$ cat config.mk
export PLATFORM = sky130hd
export DESIGN_NAME = ring_token_arbiter
export DESIGN_NICKNAME = d
export VERILOG_FILES = /design/src/rtl/ring_token_arbiter.sv
export SDC_FILE = /design/constraint.sdc
export NUM_CORES = 1
export LEC_CHECK = 0
export ABC_CLOCK_PERIOD_IN_PS = 2600
export CAP_MARGIN = 10
export CORE_MARGIN = 2
export CORE_UTILIZATION = 35
export DETAILED_ROUTE_END_ITERATION = 8
export GPL_ROUTABILITY_DRIVEN = 0
export SLEW_MARGIN = 30
export SYNTH_ARGS = -nofsm -noshare
export SYNTH_HDL_FRONTEND = slang
export SYNTH_SLANG_ARGS = --single-unit
export TNS_END_PERCENT = 50
$ cat constraint.sdc
create_clock -name clk -period 2.6 [get_ports clk]
set_input_delay 0.65 -clock clk [delete_from_list [all_inputs] [get_ports clk]]
set_output_delay 0.65 -clock clk [all_outputs]
set_load 0.05 [all_outputs]
$ cat src/rtl/ring_token_arbiter.sv
// rtl/ring_token_arbiter.sv - four-way round-robin arbiter with one-hot token ring and hold limit
//
// Shares one downstream resource among four requesters. A rotating one-hot
// priority token marks where the next arbitration scan starts. The token
// advances to the position just past each winner. A hold counter forcibly
// reclaims a grant that stays high for MAX_HOLD cycles without a release.
//
// Parameters:
//   MAX_HOLD  maximum consecutive granted cycles without done (1..255)
//
// Ports:
//   clk      in   1  rising-edge clock
//   rst      in   1  synchronous active-high reset
//   req      in   4  level-sensitive request lines, bit i = requester i
//   done     in   1  grantee finished; only looked at while a grant is active
//   gnt      out  4  registered one-hot grant, zero when idle
//   gnt_id   out  2  registered binary index of the grant, zero when idle
//   busy     out  1  registered, high exactly when gnt is non-zero
//   timeout  out  1  one-cycle pulse after a hold-limit revocation
//   ptr      out  4  current one-hot priority token
module ring_token_arbiter #(
  parameter int MAX_HOLD = 16
) (
  input  logic       clk,
  input  logic       rst,
  input  logic [3:0] req,
  input  logic       done,
  output logic [3:0] gnt,
  output logic [1:0] gnt_id,
  output logic       busy,
  output logic       timeout,
  output logic [3:0] ptr
);

  localparam logic [0:0] ST_IDLE  = 1'b0;
  localparam logic [0:0] ST_GRANT = 1'b1;

  localparam logic [7:0] HOLD_LIMIT = 8'(MAX_HOLD);

  logic [0:0] r_state;
  logic [3:0] r_gnt;
  logic [1:0] r_gnt_id;
  logic       r_busy;
  logic       r_timeout;
  logic [3:0] r_ptr;
  logic [7:0] r_hold;

  logic [1:0] w_ptr_idx;
  logic [7:0] w_req_dbl;
  logic [3:0] w_req_rot;
  logic [1:0] w_offset;
  logic       w_any_req;
  logic [1:0] w_win_idx;
  logic [3:0] w_win_onehot;
  logic       w_owner_req;
  logic       w_hold_expired;
  logic       w_release;
  logic       w_is_timeout;

  // Binary position of the priority token.
  always_comb begin
    w_ptr_idx = 2'd0;
    case (r_ptr)
      4'b0001: w_ptr_idx = 2'd0;
      4'b0010: w_ptr_idx = 2'd1;
      4'b0100: w_ptr_idx = 2'd2;
      4'b1000: w_ptr_idx = 2'd3;
      default: w_ptr_idx = 2'd0;
    endcase
  end

  // Rotate the request vector so the token position lands on bit 0; the
  // first set bit of the rotated vector is then the distance from the token
  // to the winner, and the 2-bit sum wraps 3 back to 0 for free.
  assign w_req_dbl = {req, req};
  assign w_req_rot = w_req_dbl[{1'b0, w_ptr_idx} +: 4];
  assign w_any_req = |req;

  always_comb begin
    w_offset = 2'd0;
    if (w_req_rot[0]) begin
      w_offset = 2'd0;
    end else if (w_req_rot[1]) begin
      w_offset = 2'd1;
    end else if (w_req_rot[2]) begin
      w_offset = 2'd2;
    end else begin
      w_offset = 2'd3;
    end
  end

  assign w_win_idx    = w_ptr_idx + w_offset;
  assign w_win_onehot = 4'b0001 << w_win_idx;

  // Release conditions while granted: grantee done, grantee dropped its
  // request, or the hold limit reached. Only a pure hold-limit release is
  // reported as a timeout.
  assign w_owner_req    = req[r_gnt_id];
  assign w_hold_expired = (r_hold == HOLD_LIMIT);
  assign w_release      = done | ~w_owner_req | w_hold_expired;
  assign w_is_timeout   = w_hold_expired & ~done & w_owner_req;

  always_ff @(posedge clk) begin
    if (rst) begin
      r_state   <= ST_IDLE;
      r_gnt     <= 4'b0000;
      r_gnt_id  <= 2'd0;
      r_busy    <= 1'b0;
      r_timeout <= 1'b0;
      r_ptr     <= 4'b0001;
      r_hold    <= 8'd0;
    end else begin
      r_timeout <= 1'b0;
      case (r_state)
        ST_IDLE: begin
          if (w_any_req) begin
            r_state  <= ST_GRANT;
            r_gnt    <= w_win_onehot;
            r_gnt_id <= w_win_idx;
            r_busy   <= 1'b1;
            r_hold   <= 8'd1;
          end
        end
        ST_GRANT: begin
          if (w_release) begin
            r_state   <= ST_IDLE;
            r_gnt     <= 4'b0000;
            r_gnt_id  <= 2'd0;
            r_busy    <= 1'b0;
            // Token moves to the slot just past the winner.
            r_ptr     <= {r_gnt[2:0], r_gnt[3]};
            r_hold    <= 8'd0;
            r_timeout <= w_is_timeout;
          end else if (r_hold != HOLD_LIMIT) begin
            r_hold <= r_hold + 8'd1;
          end
        end
        default: begin
          r_state <= ST_IDLE;
        end
      endcase
    end
  end

  assign gnt     = r_gnt;
  assign gnt_id  = r_gnt_id;
  assign busy    = r_busy;
  assign timeout = r_timeout;
  assign ptr     = r_ptr;

endmodule

==> results.ini, run 1 <==
[outcome]
outcome=complete, no violations

[placement]
dp_hpwl_um=1880
port_buffers=18
dp.cells=194

[grt]
grt_usage_pct=14.2
grt_max_degree=13
antenna_found_initial=0
grt_pass1_wl_um=4110
grt_pass1_vias=941
grt-ovfl-total=0

[clock_tree]
cts_tree=built
cts_inserted_buffers=3
htree_levels=1
cts_setup_buffers=0
clock_latency_ps=300
cts.path.max_buffers=2
cts_sinks=21
hold_buffers=0
post_cts_resized=0
cts-root-buf=clkbuf_4
clkTransAtPathRegs_ps=100

[synthesis]
synth_top_flop_cell=dfxtp_1
avgSynthCellArea_um2=8.87
yosys_warnings=0
seq_area_frac_synth_pct=35.6
synth_edf_count=0
synth.most_common_cell=dfxtp_1
synth.distinct_cells=44
synth_compound_area_share_pct=20.8
syn_inst=133
synth_top_area_share_pct=35.6
synth_fa_ha_area_share_pct=3.18
synth_top_area_cell=dfxtp_1
synthMuxAreaShare_pct=6.26
synth_top_family_by_area=simple AND/OR/NAND/NOR gates
synthArstFlopShare_pct=0
synth_common_cells=dfxtp_1, nor2_1, nand2_1
netlist_area_um2=1180
synthesis.nets=143
synth-simple-area-share_pct=24.2
synth_area_leaders=dfxtp_1, nor2_1, a21oi_1, mux2i_1, ha_1
synth-xor-area-share_pct=3.50
ys_ff_latch=21

[worst_setup_path]
worst-path-buf-inv=1
r2r_cells=10
r2r_slack_ps=290
worstSetupPathType=reg -> out
cp_slowest_cell=clkdlybuf4s50_1
worstSetupEndpointType=output port
max_stage_delay_ps=890
r2r-start=ptr[2]
critPathLaunchType=register
cp_data_required_time_ps=1950
worstPathArrival_ps=1760
crit_chain=clkdlybuf4s50_1
critPathTopFamily=buffers and inverters
reg2reg_to=gnt[3]
critPathMaxFanout=11

[sta]
hold_ws_ps=495
max_clock_freq_mhz=414
rsz0062_at_grt=false
skew_ps=13.1
finalCritPeriodShare_pct=92.8
worstMarginPinSlew_ps=501
min_period_ps=2410
finalHoldViolations=0
final.setup.tns_ps=0
drv_slew=0
setup-violations-final=0
slew-limit-headroom_pct=66.5

[power_and_ir_drop]
power_switching_uw=195
p_seq_share_pct=54.9
ir_drop_uv=194
powerDensity_nw_per_um2=451
leakagePower_uw=0.000547
intPower_uw=447
swShare_pct=30.3
report.power.total_uw=642
p_comb_share_pct=21.3
p_clk_share_pct=23.8

[routing]
dr.pass1.iters=4
num_vias=1049
viasPerCell=5.30
drt_iter0_drc=63
antenna_left=0
wl_um=2490
drcViolationCount=0
wl_per_cell_um=12.6

[min_path]
holdPathEnd=gnt[1]
hp-class=reg -> reg
worstHoldStart=gnt[1]
hold_path_depth=2

[floorplanning]
die_y_um=62.1
die_x_um=62.1
rows=21
start_util_pct=35.9
io_pins=19
core_area_um2=3280
die-area_um2=3850

[flow_run]
max-cap-violations=0

[finish]
n_antenna_cell=0
drive_gt1_share_pct=13.2
layout.cells.non_filler=198
fillers=315
fin_nets=163
area_delta_synth_final_pct=20.8

## area by class of cell
class                   instances  area (µm²)  share of cell area, %
inverters                       7        26.3                   1.84
flip-flops and latches         21         420                   29.5
well taps                      46        57.6                   4.04
clock buffers                   3        22.5                   1.58
repair buffers                 22         210                   14.7
multi-input cells              98         683                   47.9
clock inverters                 1        5.00                  0.351
## sequential cells by signal, summed over array words and instances, names as in the netlist
| name | cells |
|---|---|
| ptr | 4 |
| gnt_id | 2 |
| timeout | 1 |
| r_hold | 8 |
| busy | 1 |
| r_state | 1 |
| gnt | 4 |
## metal layers
layer,share of wire (%),GRT usage (%),up-vias,wire (µm)
met5,0,0,-,0
met4,0.84,4.56,0,21
met3,3.2,2.28,2,80
met2,51,24.6,14,1270
met1,45,18.1,515,1120
li1,-,-,518,-
## power groups by stage
stage	registers, µW	clock network (µW)	logic (µW)
floorplan	385	0	65.6
global placement	360	0	135
detailed placement	360	0	137
CTS	353	161	137
global route	356	176	149
finish	353	153	137
## worst max path at each step
stage / startpoint / end / depth (start not counted)
final: ptr[3] / ptr[3] / 1
after global placement: req[3] / gnt[2] / 7
after floorplan: ptr[2] / gnt[3] / 9
after detailed placement: req[3] / gnt[2] / 7
after global routing: ptr[2] / gnt[3] / 10
after CTS: ptr[3] / ptr[3] / 1
## layout by cell type (no fill, tap or decap), drive strengths merged
| cell | synthesis | final |
|---|---|---|
| dfxtp | 21 | 21 |
| clkdlybuf4s50 | 0 | 18 |
| nor2 | 16 | 16 |
| nand2 | 10 | 10 |
| a21oi | 9 | 9 |
| inv | 6 | 6 |
| nor3 | 5 | 5 |
| o21ai | 5 | 5 |
| mux2i | 4 | 4 |
| nand3 | 4 | 4 |
| buf | 5 | 4 |
| nor4 | 4 | 4 |
| or3 | 3 | 3 |
| nand2b | 3 | 3 |
| a311oi | 3 | 3 |
| nand3b | 3 | 3 |
| o211a | 3 | 3 |
| ha | 3 | 3 |
| clkbuf | 2 | 3 |
| and3 | 2 | 2 |
| a211oi | 2 | 2 |
| a211o | 2 | 2 |
| a22oi | 2 | 2 |
| a22o | 2 | 2 |
| xnor2 | 2 | 2 |
| clkinv | 1 | 2 |
| a31oi | 1 | 1 |
| a21boi | 1 | 1 |
| o32a | 1 | 1 |
| nand4bb | 1 | 1 |
| mux4 | 1 | 1 |
| nor2b | 1 | 1 |
| mux2 | 1 | 1 |
| xor2 | 1 | 1 |
| a32o | 1 | 1 |
| nor3b | 1 | 1 |
| o31ai | 1 | 1 |
## stage by stage
step,instance area [µm²],utilization [%],setup slack [ps]
5_1_grt,1430,43.4,95.2
6_report,1430,43.4,187
4_1_cts,1430,43.4,176
2_1_floorplan,1180,-,210
3_5_place_dp,1400,42.6,86.8
3_3_place_gp,1400,42.6,102
## logic make-up after synthesis
| family | count (synthesis) |
|---|---|
| compound gates | 33 |
| xor+xnor | 3 |
| flops | 21 |
| buf+inv | 14 |
| fa+ha+maj | 3 |
| mux | 6 |
| simple gates | 53 |
Power figures use the tool's default switching activity.
==> inputs of run 2 (changes only) <==
--- a/config.mk
+++ b/config.mk
@@ -6,8 +6,8 @@
 export NUM_CORES = 1
 export LEC_CHECK = 0
 export ABC_CLOCK_PERIOD_IN_PS = 2600
-export CAP_MARGIN = 10
-export CORE_MARGIN = 2
+export CAP_MARGIN = 20
+export CORE_MARGIN = 1
 export CORE_UTILIZATION = 35
 export DETAILED_ROUTE_END_ITERATION = 8
 export GPL_ROUTABILITY_DRIVEN = 0
==> run 2 against run 1 <==
Via count shrank 1.9%. Count of clock-buffer cells in the layout increased by 1. First-iteration DRC count decreased by 29%. Fmax shrank 1.6%. Flip-flop and latch count unchanged. Register-to-register slack about the same. Largest cell class unchanged. Power rose by 0.28%. Critical path type unchanged. Sequential power is essentially flat.
==> results.ini, run 2 (synthesized netlist as in run 1, its figures left out) <==
[clock_tree]
hold_buffers=0  ; unchanged
cts_sinks=21  ; unchanged
cts-root-buf=clkbuf_4
clock_latency_ps=300  ; about the same
htree_levels=1  ; unchanged
cts_tree=built
cts_setup_buffers=0  ; unchanged
clkTransAtPathRegs_ps=110  ; about the same
post_cts_resized=0  ; unchanged
cts.path.max_buffers=2  ; unchanged
cts_inserted_buffers=3  ; unchanged

[floorplanning]
die-area_um2=3610  ; -6.3%
die_x_um=60.1  ; -3.2%
io_pins=19  ; unchanged
start_util_pct=37.7  ; +1.8 points
rows=20  ; -4.8%
die_y_um=60.1  ; -3.2%
core_area_um2=3130  ; -4.8%

[power_and_ir_drop]
p_clk_share_pct=23.9  ; about the same
report.power.total_uw=644  ; +0.28%
swShare_pct=30.2  ; -0.18 points
ir_drop_uv=274  ; +41%
power_switching_uw=194  ; -0.32%
leakagePower_uw=0.000544  ; -0.50%
intPower_uw=450  ; +0.55%
p_comb_share_pct=21.3  ; about the same
p_seq_share_pct=54.8  ; about the same
powerDensity_nw_per_um2=453  ; +0.55%

[flow_run]
max-cap-violations=0  ; unchanged

[finish]
largest_reg_flops=8  ; unchanged
mostFrequentLayoutCell=dfxtp_1
top_register=r_hold
final_cell_mix=dfxtp_1, clkdlybuf4s50_1, nor2_1
n_antenna_cell=0  ; unchanged
final_util_pct=45.4  ; +2.0 points
final_cell_area_um2=1420  ; -0.26%
area_delta_synth_final_pct=20.5
fin_nets=163  ; unchanged
drive_gt1_share_pct=12.5  ; -0.66 points

[sta]
slew-limit-headroom_pct=66.4  ; -0.14 points
setup-violations-final=0  ; unchanged
skew_ps=8.48  ; -4.64 ps
finalCritPeriodShare_pct=94.3  ; +1.5 points
hold_ws_ps=497  ; +1.39 ps
worstMarginPinSlew_ps=503  ; +2.10 ps
final.setup.tns_ps=0  ; unchanged
min_period_ps=2450  ; +38.1 ps
finalHoldViolations=0  ; unchanged
max_clock_freq_mhz=408  ; -1.6%
rsz0062_at_grt=false
drv_slew=0  ; unchanged

[routing]
viasPerCell=5.25  ; -0.91%
wl_um=2530  ; +1.5%
num_vias=1029  ; -1.9%
drt_iter0_drc=45  ; -29%
dr.pass1.iters=4  ; unchanged
drcViolationCount=0  ; unchanged
antenna_left=0  ; unchanged
wl_per_cell_um=12.9  ; +2.6%

[placement]
dp_hpwl_um=1910  ; +1.7%
port_buffers=18  ; unchanged
place_area_um2=1400  ; -0.18%

[worst_setup_path]
cp_slowest_cell=clkdlybuf4s50_1
worstPathArrival_ps=1800  ; +40 ps
cp.depth=1  ; unchanged
worst-path-buf-inv=1  ; unchanged
crit_chain=clkdlybuf4s50_1
critPathTopFamily=buffers and inverters
critPathLaunchType=register
critPathMaxFanout=11  ; unchanged
r2r_cells=10  ; unchanged
worstSetupEndpointType=output port
max_stage_delay_ps=890  ; about the same
worstSetupPathType=reg -> out
cp_data_required_time_ps=1950  ; about the same

[grt]
grt_max_degree=13  ; unchanged
antenna_found_initial=0  ; unchanged
grt_pass1_vias=981  ; +4.3%
grt_pass1_wl_um=4310  ; +4.9%
grt-ovfl-total=0  ; unchanged
grt_usage_pct=16.1  ; +1.9 points

[min_path]
hold_path_depth=2  ; unchanged
hp-class=reg -> reg

[outcome]
outcome=complete, no violations

-- run 2: changes by cell type in the layout (fill, tap and decap cells not counted) --
cell and change:
clkbuf_1 +1, clkinv_2 -1
-- run 2: layout make-up --
cell class	count	area, µm²
fill	316	1710
multi-input combinational	98	683
sequential	21	420
timing repair buffer	22	210
tap	44	55.1
clock buffer	4	26.3
inverter	7	26.3
-- run 2: stage by stage --
stage                     worst slack, ps  instances
after floorplan                       210        133
after global placement                110        192
after detailed placement             81.9        192
after CTS                             137        196
after global routing                 96.8        196
final                                 149        196
-- run 2: per-layer routing --
metal  share of wire [%]  GRT usage (%)  wire length, µm  vias to the layer above
met5                   0              0                0                        -
met4                 1.1           6.64               27                        0
met3                 2.7           2.16               68                        4
met2                  42           23.8             1070                       18
met1                  54           23.4             1360                      479
li1                    -              -                -                      528
-- run 2: worst paths after layout --
kind	from	endpoint	slack (ps)
max	ptr[2]	ptr[2]	150
min	gnt[1]	gnt[1]	500
max reg2reg	ptr[2]	gnt[3]	280
min reg2reg	gnt[1]	gnt[1]	500
-- run 2: power groups by stage --
stage	Sequential, µW	Clock [µW]	Combinational [µW]
3_3_place_gp	360	0	135
3_5_place_dp	361	0	136
6_report	353	154	137
5_1_grt	356	179	148
2_1_floorplan	385	0	65.6
4_1_cts	353	162	137
